===== src/rtl/converter_bits_rx_pkg.sv =====
// Shared phy definitions: idle/alignment symbol, default lock depth and the
// receive-side state encoding used by phy_rx blocks.
package converter_bits_rx_pkg;

   localparam logic [7:0]  COMMA_DEF      = 8'hBC;
   localparam int unsigned LOCK_COUNT_DEF = 4;

   typedef enum logic [1:0] {
      SEARCH = 2'd0,
      ALIGN  = 2'd1,
      LOCKED = 2'd2
   } rx_state_e;

endpackage


===== src/rtl/converter_bits_rx.sv =====
// Serial-to-parallel receiver: hunts for the COM symbol bit by bit, confirms
// byte alignment over LOCK_COUNT symbols, then emits one byte per 8 dclk.
module converter_bits_rx
   import converter_bits_rx_pkg::*;
#(
   parameter logic [7:0]  COMMA      = COMMA_DEF,
   parameter int unsigned LOCK_COUNT = LOCK_COUNT_DEF
) (
   input  logic       dclk,
   input  logic       reset_L,
   input  logic       data_in,
   output logic [7:0] data_out,
   output logic       valid_out,
   output logic       active
);

   localparam logic [3:0] LOCK_CNT4 = 4'(LOCK_COUNT);

   rx_state_e  state_q, state_d;
   logic [7:0] sr_q, sr_d;
   logic [2:0] bit_cnt_q, bit_cnt_d;
   logic [3:0] com_cnt_q, com_cnt_d;
   logic [7:0] data_q, data_d;
   logic       valid_q, valid_d;
   logic       active_q, active_d;

   logic [7:0] next_sr;
   logic       boundary;
   logic       is_comma;

   // All decisions use the shift register including the bit sampled this
   // cycle, so a byte is recognised on the edge that samples its LSB.
   always_comb begin
      next_sr   = {sr_q[6:0], data_in};
      boundary  = (bit_cnt_q == 3'd7);
      is_comma  = (next_sr == COMMA);

      state_d   = state_q;
      sr_d      = next_sr;
      bit_cnt_d = bit_cnt_q;
      com_cnt_d = com_cnt_q;
      data_d    = data_q;
      valid_d   = 1'b0;

      case (state_q)
         SEARCH: begin
            if (is_comma) begin
               bit_cnt_d = 3'd0;
               com_cnt_d = 4'd1;
               state_d   = (LOCK_CNT4 == 4'd1) ? LOCKED : ALIGN;
            end
         end
         ALIGN: begin
            bit_cnt_d = bit_cnt_q + 3'd1;
            if (boundary) begin
               if (is_comma) begin
                  com_cnt_d = com_cnt_q + 4'd1;
                  if (com_cnt_q + 4'd1 == LOCK_CNT4) begin
                     state_d = LOCKED;
                  end
               end else begin
                  com_cnt_d = 4'd0;
                  state_d   = SEARCH;
               end
            end
         end
         LOCKED: begin
            bit_cnt_d = bit_cnt_q + 3'd1;
            if (boundary) begin
               data_d  = next_sr;
               valid_d = !is_comma;
            end
         end
         default: begin
            state_d = SEARCH;
         end
      endcase

      active_d = (state_d == LOCKED);
   end

   always_ff @(posedge dclk) begin
      if (!reset_L) begin
         state_q   <= SEARCH;
         sr_q      <= 8'h00;
         bit_cnt_q <= 3'd0;
         com_cnt_q <= 4'd0;
         data_q    <= 8'h00;
         valid_q   <= 1'b0;
         active_q  <= 1'b0;
      end else begin
         state_q   <= state_d;
         sr_q      <= sr_d;
         bit_cnt_q <= bit_cnt_d;
         com_cnt_q <= com_cnt_d;
         data_q    <= data_d;
         valid_q   <= valid_d;
         active_q  <= active_d;
      end
   end

   // valid_out is a one-cycle qualifier with no back-pressure: data_out is
   // a new non-COM byte exactly in the cycle valid_out is high.
   assign data_out  = data_q;
   assign valid_out = valid_q;
   assign active    = active_q;

endmodule

===== config.mk =====
export PLATFORM = sky130hd
export DESIGN_NAME = converter_bits_rx
export DESIGN_NICKNAME = d
export VERILOG_FILES = /design/src/rtl/converter_bits_rx_pkg.sv /design/src/rtl/converter_bits_rx.sv
export SDC_FILE = /design/constraint.sdc
export NUM_CORES = 1
export LEC_CHECK = 0
export CAP_MARGIN = 0
export CORE_MARGIN = 3
export CORE_UTILIZATION = 40
export CTS_CLUSTER_SIZE = 24
export DETAILED_ROUTE_END_ITERATION = 10
export RECOVER_POWER = 25
export SYNTH_ARGS = -nofsm -noshare
export SYNTH_HDL_FRONTEND = slang
export SYNTH_SLANG_ARGS = --single-unit

===== constraint.sdc =====
create_clock -name dclk -period 3.42 [get_ports dclk]
set_input_delay 1.026 -clock dclk [delete_from_list [all_inputs] [get_ports dclk]]
set_output_delay 1.026 -clock dclk [all_outputs]
set_load 0.02 [all_outputs]

==> results.md <==
* Status: finished clean
* Initial antenna violation count at 0
* CTS Buf Count at 3
* Share of layout cells above drive strength 1 at 7.69%
* Unrepaired setup endpoints after global routing: no
* CTS tree: yes
* DRT iter0 DRCs at 44
* CTS clk-pin slew, worst paths at 0.14 ns
* Core area at 0.00278 mm^2
* First-pass GRT wire length at roughly 4000 um
* Hold Crit Endpoint: data_out[0]
* Clock network fraction of design power at roughly a third
* Largest net degree at the start of global routing at 17
* Switch Pwr at about 0.00010 W
* Top cell type's share of synthesized area at ~44%
* Critical path's top delay family: simple AND/OR/NAND/NOR gates
* Inserted Diodes at 0
* Mapped cell area at approximately 0.0012 mm^2
* Hold path depth at 2
* Die Area at ~0.0036 mm^2
* CTS root buf: clkbuf_4
* Row cnt at 19
* Clock skew at ~0.0023 ns
* Global route hottest layer: met2
* Worst path cell trace: clkdlybuf4s50_1 -> nor4_4 -> o21ai_2 -> o32a_1 -> and2_1
* HP Start: data_out[0]
* Max-slew headroom at 49.0%
* Hold Vio Cnt, Final at 0
* Area leader, netlist: dfxtp_1
* Sw frac at 21.2%
* Worst path max stage delay at around 0.49 ns
* Number of synthesized register bits at 26
* Synthesis-to-finish area growth at 15.2%
* GR Util met3 at roughly 3.8%
* Gpl congestion at about 0.75
* Synth Flop Type: dfxtp_1
* Post-CTS Resized at 0
* DRC viols at 0
* Seq pwr share at around two thirds
* Grt met1 use at between 15 and 20%
* Die width at between 60 and 70 um
* Longest Clk Path Bufs at 2
* Asr flop ratio synth at 0%
* Crit Reg-Reg Endpoint: active
* Routed via count at 920
* CP max FO at 7
* I/O Pins at 13
* Mapped Cells at 130
* Nets at 156
* Gate power share at 2.7%
* Worst path slowest cell: clkdlybuf4s50_1
* Crit path kind: input pin to flip-flop
* Largest cells by area after synthesis: dfxtp_1, ha_1, a21oi_1
* Post-synthesis sequential area ratio at between 40% and 50%
* Worst-Skew Late Latency at approximately 0.32 ns
* Worst VDD drop at ~0.00028 V
* EDFF count, synth at 0
* Worst path arrival time at approximately 2.6 ns
* Pwr Density at between 300 and 400 mW/mm^2
* FF-to-FF path depth at 6
* Dpl cells at 170
* HPWL Detailed at 1640 um
* Crit share post-route at between 60% and 70%
* Post-layout min period at 2.36 ns
* Vias in the first global route at roughly 900
* Routed vias/inst at between 5 and 6
* Slew Viols, Final at 0
* Maxcap violations at 0
* Setup crit start kind: input pin
* Critical path required time at between 3 and 4 ns
* DR pass1 iterations at 4
* Final wirelength at roughly 2300 um
* Routing usage on met2 at a little under a quarter
* CP Capture Type: flip-flop
* Reg2reg setup slack at ~1.4 ns
* CP bufs+invs at 1
* Fmax achieved at 424 MHz
* Clock sinks at 26
* Post-route insts no fill at between 150 and 200
* WL/cell at 13.2 um
* Hold Path Class: flip-flop to flip-flop
* Die height at approximately 60 um
* Final setup vio count at 0
* Distinct cells, synth at 34
* Leakage at slightly above 0.5 nW
* Tot GR Track Use at roughly 15%
* Initial Util at 42.5%
* Syn_area_per_cell at approximately 9.1 um^2
* Grt ovf at 0
* Post-route setup TNS at 0 ns
* Synthesized Nets at about 140
* Final ANT Viol Nets at 0
* PortBufs at 12
* Synth warn at 0
* Worst slew pin tran at between 0.7 and 0.8 ns
* # Post-CTS Setup Buffers at 0
* Reg-to-Reg Start: bit_cnt_q[0]
* Cts hold-fix bufs at 0
* Internal power at between 0.0003 and 0.0004 W
* H-tree depth at 1
registers in the layout, summed over array words and instances (netlist names):
name and count:
data_out 8, sr_q 7, com_cnt_q 4, bit_cnt_q 3, state_q 2, active 1
valid_out 1
worst register-to-register path, delay by kind of cell, from the launching register on:
kind / cells / cell delay [ns]
DFF: 1 / 0.38
AOI/OAI and AO/OA: 2 / 0.49
adders and majority gates: 2 / 0.68
and+or+nand+nor: 2 / 0.45
power groups by stage:
stage / combinational [W] / clock [W] / sequential (W)
final: 0.0000131 / 0.000156 / 0.000310
after CTS: 0.0000140 / 0.000166 / 0.000310
after floorplan: 0.00000727 / 0 / 0.000315
after detailed placement: 0.0000138 / 0 / 0.000316
after global placement: 0.0000139 / 0 / 0.000316
after global routing: 0.0000146 / 0.000172 / 0.000310
worst max-delay path by stage:
stage                     startpoint      to  slack (ns)  cells after the start
after detailed placement     data_in  active        0.71                      5
final                        data_in  active        1.06                      5
after global placement       data_in  active        0.73                      5
after CTS                    data_in  active        1.07                      5
after floorplan              data_in  active        1.32                      4
after global routing         data_in  active        0.93                      5
synth_stat cells (2+ instances only):
cell type / n
inv_1: 4
clkbuf_1: 3
and3_1: 2
nand2_1: 17
a21oi_1: 14
dfxtp_1: 26
nor3_1: 2
ha_1: 9
nor2_1: 6
a22oi_1: 2
nand2b_1: 2
o21ai_0: 3
nand3_1: 11
and2_1: 9
layout make-up:
class / count / area, um^2
Clock buffer: 4 / 36.3
Timing Repair Buffer: 13 / 124
Inverter: 5 / 18.8
Fill cell: 293 / 1420
Multi-Input combinational cell: 95 / 624
Tap cell: 31 / 38.8
Sequential cell: 26 / 520
routing by layer:
metal  up-vias  wire, um
li1        477         -
met1       426      1120
met2        15      1080
met3         2        76
met4         0        20
met5         -         0
cell usage in the layout (no fill, tap or decap), drive strengths merged, types with 2 or more instances in the layout:
| cell type | count |
|---|---|
| dfxtp | 26 |
| nand2 | 17 |
| a21oi | 15 |
| nand3 | 11 |
| clkdlybuf4s50 | 11 |
| ha | 9 |
| and2 | 9 |
| nor2 | 6 |
| clkbuf | 5 |
| inv | 4 |
| o21ai | 4 |
| nand2b | 3 |
| nor3 | 2 |
| and3 | 2 |
| a22oi | 2 |
| nand4 | 2 |
cell families (layout without fill, tap and decap cells):
group                      count (synthesis)  count (layout)  synth area share, %
xor gates and xnor gates                   1               1                0.741
adders and majority gates                  9               9                 9.52
DFF                                       26              26                 44.0
and+or+nand+nor                           56              56                 26.3
muxes                                      1               1                0.847
buffers and inverters                      9              22                 3.17
AOI/OAI and AO/OA                         28              28                 15.3
through the flow:
stage | hold WS [ns] | utilization [%] | instance area [um^2] | power, W | setup slack, ns
global route | 0.487 | 49.0 | 1360 | 0.000497 | 0.927
CTS | 0.468 | 49.1 | 1370 | 0.000490 | 1.07
floorplan | 0.436 | - | 1180 | 0.000322 | 1.32
global placement | 0.444 | 47.8 | 1330 | 0.000330 | 0.731
finish | 0.463 | 49.0 | 1360 | 0.000478 | 1.06
detailed placement | 0.450 | 47.8 | 1330 | 0.000330 | 0.706
Power figures use the tool's default switching activity.
